--- config.mk ---
export PLATFORM = sky130hd
export DESIGN_NAME = ar_ambiente
export DESIGN_NICKNAME = d
export VERILOG_FILES = /design/src/rtl/ar_ambiente.sv
export SDC_FILE = /design/constraint.sdc
export NUM_CORES = 1
export LEC_CHECK = 0
export ABC_AREA = 1
export CORE_UTILIZATION = 50
export DETAILED_ROUTE_END_ITERATION = 16
export PLACE_DENSITY_LB_ADDON = 0.08
export SYNTH_ARGS = -nofsm -noshare
export SYNTH_HDL_FRONTEND = slang
export SYNTH_SLANG_ARGS = --single-unit
export TNS_END_PERCENT = 5
--- constraint.sdc ---
create_clock -name clk_2 -period 1.7 [get_ports clk_2]
set_input_delay 0.255 -clock clk_2 [delete_from_list [all_inputs] [get_ports clk_2]]
set_output_delay 0.255 -clock clk_2 [all_outputs]
set_load 0.01 [all_outputs]
--- src/rtl/ar_ambiente.sv ---
// Room/plant model: turns the A/C controller's cool/heat commands into a room temperature and a drip flag.
// Latency: commands take effect on the next edge; temperature steps every STEP_CYCLES (DRIFT_CYCLES when drifting).
// Backpressure: none, the commands are sampled every cycle and every output is a register.
//
// Ports:
//   clk_2      single clock
//   reset      synchronous, active-high; has priority over everything else
//   resfriar   cooling command from the controller
//   aquecer    heating command from the controller (both high together is treated as no command)
//   real_temp  current room temperature, registered. `real` is a reserved word, hence the longer name.
//   muda       one-cycle pulse, high in the cycle real_temp shows a new value
//   pingando   condensation drip flag with hysteresis, registered
//   estado     current state: 00 PARADO, 01 RESFRIANDO, 10 AQUECENDO, 11 DERIVA
module ar_ambiente #(
  parameter int TEMP_BITS    = 3,
  parameter int AMBIENT      = 5,
  parameter int TEMP_RESET   = 5,
  parameter int STEP_CYCLES  = 4,
  parameter int DRIFT_CYCLES = 8,
  parameter int DRIP_CYCLES  = 16
) (
  input  logic                 clk_2,
  input  logic                 reset,
  input  logic                 resfriar,
  input  logic                 aquecer,
  output logic [TEMP_BITS-1:0] real_temp,
  output logic                 muda,
  output logic                 pingando,
  output logic [1:0]           estado
);

  typedef enum logic [1:0] {
    PARADO     = 2'b00,
    RESFRIANDO = 2'b01,
    AQUECENDO  = 2'b10,
    DERIVA     = 2'b11
  } state_t;

  localparam int MAXP = (STEP_CYCLES > DRIFT_CYCLES) ? STEP_CYCLES : DRIFT_CYCLES;
  localparam int CW   = (MAXP > 1) ? $clog2(MAXP) : 1;
  localparam int DW   = $clog2(DRIP_CYCLES + 1);

  localparam logic [TEMP_BITS-1:0] T_MAX = '1;
  localparam logic [TEMP_BITS-1:0] T_AMB = TEMP_BITS'(AMBIENT);
  localparam logic [TEMP_BITS-1:0] T_RST = TEMP_BITS'(TEMP_RESET);
  localparam logic [TEMP_BITS-1:0] T_ONE = TEMP_BITS'(1);
  localparam logic [CW-1:0]        STEP_LAST  = CW'(STEP_CYCLES - 1);
  localparam logic [CW-1:0]        DRIFT_LAST = CW'(DRIFT_CYCLES - 1);
  localparam logic [CW-1:0]        C_ONE      = CW'(1);
  localparam logic [DW-1:0]        DRIP_MAX   = DW'(DRIP_CYCLES);
  localparam logic [DW-1:0]        D_ONE      = DW'(1);

  state_t               state_q, state_d;
  logic [CW-1:0]        cnt_q, cnt_d, period_last;
  logic [DW-1:0]        drip_q, drip_d;
  logic [TEMP_BITS-1:0] temp_q, temp_d;
  logic                 step_en;

  // Next state: an illegal cool+heat request falls through to the no-command branch.
  always_comb begin
    state_d = PARADO;
    if (resfriar && !aquecer) begin
      state_d = RESFRIANDO;
    end else if (aquecer && !resfriar) begin
      state_d = AQUECENDO;
    end else if (temp_q != T_AMB) begin
      state_d = DERIVA;
    end
  end

  // Step counter: a state change restarts the period, so a step is only ever
  // applied after a full period spent in one state.
  always_comb begin
    cnt_d       = '0;
    step_en     = 1'b0;
    period_last = (state_q == DERIVA) ? DRIFT_LAST : STEP_LAST;
    if (state_d == state_q && state_q != PARADO) begin
      if (cnt_q == period_last) begin
        step_en = 1'b1;
      end else begin
        cnt_d = cnt_q + C_ONE;
      end
    end
  end

  // Temperature step, saturating at both ends; drift moves toward ambient.
  always_comb begin
    temp_d = temp_q;
    if (step_en) begin
      case (state_q)
        RESFRIANDO: if (temp_q != '0)    temp_d = temp_q - T_ONE;
        AQUECENDO:  if (temp_q != T_MAX) temp_d = temp_q + T_ONE;
        DERIVA: begin
          if (temp_q < T_AMB)      temp_d = temp_q + T_ONE;
          else if (temp_q > T_AMB) temp_d = temp_q - T_ONE;
        end
        default: temp_d = temp_q;
      endcase
    end
  end

  // Drip accumulator follows the registered state, not the command.
  always_comb begin
    drip_d = drip_q;
    if (state_q == RESFRIANDO) begin
      if (drip_q != DRIP_MAX) drip_d = drip_q + D_ONE;
    end else if (drip_q != '0) begin
      drip_d = drip_q - D_ONE;
    end
  end

  always_ff @(posedge clk_2) begin
    if (reset) begin
      state_q  <= PARADO;
      cnt_q    <= '0;
      drip_q   <= '0;
      temp_q   <= T_RST;
      muda     <= 1'b0;
      pingando <= 1'b0;
    end else begin
      state_q <= state_d;
      cnt_q   <= cnt_d;
      drip_q  <= drip_d;
      temp_q  <= temp_d;
      muda    <= (temp_d != temp_q);
      // Hysteresis: set only at full, clear only at empty.
      if (drip_d == DRIP_MAX) begin
        pingando <= 1'b1;
      end else if (drip_d == '0) begin
        pingando <= 1'b0;
      end
    end
  end

  assign real_temp = temp_q;
  assign estado    = state_q;

endmodule
==> results.sh, run 1 <==
export IMPL_antenna_found_initial=0
export IMPL_drive_gt1_share_pct=20.5
export IMPL_async_reset_ff_share_pct=0
export IMPL_max_freq_mhz=603
export IMPL_grt_pass1_vias=1042
export IMPL_syn_num_nets=193
export IMPL_drt_initial_drc_count=42
export IMPL_hold_path_class="flop to flop"
export IMPL_ys_warn_count=0
export IMPL_overflow=0
export IMPL_rsz0062_at_grt="yes"
export IMPL_powerDensity_nw_per_um2=806
export IMPL_gp_congestion=0.843
export IMPL_layout_min_cycle_time_ps=1660
export IMPL_cts_buffers=3
export IMPL_seq_area_frac_synth_pct=26.1
export IMPL_synthToLayoutAreaGrowth_pct=25.4
export IMPL_power_frac_clock_pct=18.6
export IMPL_synth_seq_cells=15
export IMPL_synthDistinctLibCells=23
export IMPL_clk_pin_slew_ps=90
export IMPL_port_buffers=10
export IMPL_die_x_um=50.0
export IMPL_grt_pass1_wl_um=4410
export IMPL_crit_buf_inv=1
export IMPL_placed_area_um2=1340
export IMPL_place_ws_ps=-78.8
export IMPL_synth_area_leaders="dfxtp_1 26%, nand2_1 15%, ha_1 9.8%"
export IMPL_p_int_uw=684
export IMPL_finalHoldViolations=0
export IMPL_nFillCells=175
export IMPL_max_slew_margin_pct=79.5
export IMPL_power_total_mw=1.16
export IMPL_nets=214
export IMPL_synth_edf_count=0
export IMPL_via_per_inst=5.22
export IMPL_pwr_share_comb_pct=44.1
export IMPL_dp_cells=223
export IMPL_setup_slack_ps=42.0
export IMPL_worstMarginPinSlew_ps=307
export IMPL_cts_hold_buf=0
export IMPL_cts_sinks=15
export IMPL_fin_crit_sh_pct=97.5
export IMPL_synth_cells_most_frequent="46 x nand2_1, 25 x inv_1, 20 x nor2_1"
export IMPL_n_antenna_cell=0
export IMPL_clock_latency_ps=300
export IMPL_leakagePower_nw=0.667
export IMPL_setup_viol=0
export IMPL_hpwl_um=1980
export IMPL_core_area_um2=2060
export IMPL_power_frac_seq_pct=37.3
export IMPL_drc=0
export IMPL_endpoint_kind="output port"
export IMPL_clk_path_buf_depth=2
export IMPL_required_ps=1440
export IMPL_ios=11
export IMPL_status="finished, final reports clean"
export IMPL_cts_max_level=1
export IMPL_vias=1185
export IMPL_cap_violations=0
export IMPL_wl_per_cell_um=11.7
export IMPL_clock_skew_ps=3.13
export IMPL_synth_top_area_cell="dfxtp_1"
export IMPL_critPathMaxStageDelay_ps=600
export IMPL_initial_utilization_pct=55.8
export IMPL_critical_path_class="flop to output port"
export IMPL_final_cells=227
export IMPL_drt_wl_total_um=2660
export IMPL_dieArea_um2=2500
export IMPL_yosysMostFrequentCell="nand2_1"
export IMPL_path_max_fanout=6
export IMPL_fin_setup_tns_ps=0
export IMPL_avgSynthCellArea_um2=6.39
export IMPL_post_route_cell_area_um2=1440
export IMPL_clockRootBuffer="clkbuf_4"
export IMPL_rows=16
export IMPL_die_h_um=50.0
export IMPL_synth_flop_cell="dfxtp_1"
export IMPL_setup_worst_path_start_class="flop"
export IMPL_grt_max_degree=10
export IMPL_netSwitchingFraction_pct=41.1
export IMPL_cp_top_family="buffers and inverters"
export IMPL_worstPathArrival_ps=1400
export IMPL_cts_tree="done"
export IMPL_grt_usage_pct=23.2
export IMPL_finalMaxSlewViolations=0
export IMPL_synthesis_area_um2=1150
export IMPL_synthDominantCellAreaShare_pct=26.1
export IMPL_p_sw_uw=478
export IMPL_ir_drop_mv=0.974
export IMPL_crit_slowest_cell="clkdlybuf4s50_1"
export IMPL_dr_pass1_iters=4
export IMPL_path_cells="clkdlybuf4s50_1"
export IMPL_postSynthCellCount=180
export IMPL_ant_nets=0
[flip-flops by register name, summed over array words and instances (netlist names)]
register,flops
real_temp,3
estado,2
pingando,1
muda,1
drip_q,5
cnt_q,3
[what timing repair did]
action,4_1_cts,5_1_grt
gates resized for setup,2,20
endpoints found under the hold margin,0,0
pin swaps,0,7
setup buffers,0,0
endpoints found under the setup margin,3,8
cloned,0,0
[metal layers]
| layer | vias up | share of wire (%) | track usage [%] |
|---|---|---|---|
| li1 | 616 | - | - |
| met1 | 540 | 49 | 30.7 |
| met2 | 27 | 46 | 37.6 |
| met3 | 2 | 4.1 | 6.79 |
| met4 | 0 | 0.60 | 3.33 |
| met5 | - | 0 | 0 |
[cells in the final DEF, fill, tap and decap left out, types with 4 or more instances in the layout]
cell type        count
nand2_1             44
ha_1                 4
inv_1               23
nand3_1             14
nand4_1              4
a21oi_1             12
inv_2                5
o21ai_0              5
dfxtp_1             12
xor2_1               5
nor2_1              20
clkdlybuf4s50_1     10
buf_4                8
[cell families after synthesis]
kind of cell,Yosys count,synth area share [%]
flip-flops,15,26.1
AND/OR/NAND/NOR,98,39.7
adder cells (fa/ha/maj),9,9.79
buffers and inverters,31,10.3
XOR/XNOR,5,3.81
AO/OA/AOI/OAI,22,10.2
[path summary, 6_finish.rpt]
kind                                           start                     to  slack [ps]  depth (start not counted)
worst max register to register  drip_q[1]$_SDFF_PP0_  pingando$_SDFFE_PP0P_         100                          9
worst min register to register   cnt_q[0]$_SDFF_PP0_    cnt_q[0]$_SDFF_PP0_         430                          1
worst min-delay path             cnt_q[0]$_SDFF_PP0_    cnt_q[0]$_SDFF_PP0_         430                          1
worst max-delay path            estado[1]$_SDFF_PP0_              estado[1]          40                          1
[power groups by stage]
| stage | Sequential (mW) | Combinational [mW] | Clock (mW) |
|---|---|---|---|
| after floorplan | 0.436 | 0.384 | 0 |
| after global placement | 0.442 | 0.475 | 0 |
| after detailed placement | 0.444 | 0.480 | 0 |
| after CTS | 0.435 | 0.495 | 0.215 |
| after global routing | 0.440 | 0.570 | 0.235 |
| final | 0.433 | 0.513 | 0.216 |
[cell type report]
class                   count  area, um2  area share, %
inverters                  29        110           7.64
clock inverters             1       5.00          0.347
clock buffers               3       22.5           1.56
multi-input cells         134        801           55.6
flip-flops and latches     15        309           21.4
well taps                  27       33.8           2.34
repair buffers             18        160           11.1
[through the flow]
step / hold slack (ps) / util, %
floorplan: 399 / -
global placement: 409 / 64.7
detailed placement: 421 / 64.7
CTS: 435 / 66.2
global route: 474 / 69.9
finish: 431 / 69.9
(Power assumes the default switching activity.)
==> run 2: changes to the inputs <==
--- a/config.mk
+++ b/config.mk
@@ -9,6 +9,7 @@
 export CORE_UTILIZATION = 50
 export DETAILED_ROUTE_END_ITERATION = 16
 export PLACE_DENSITY_LB_ADDON = 0.08
+export SLEW_MARGIN = 25
 export SYNTH_ARGS = -nofsm -noshare
 export SYNTH_HDL_FRONTEND = slang
 export SYNTH_SLANG_ARGS = --single-unit
==> results of run 2 <==
Final layout, timing and power as in run 1 (identical DEF).
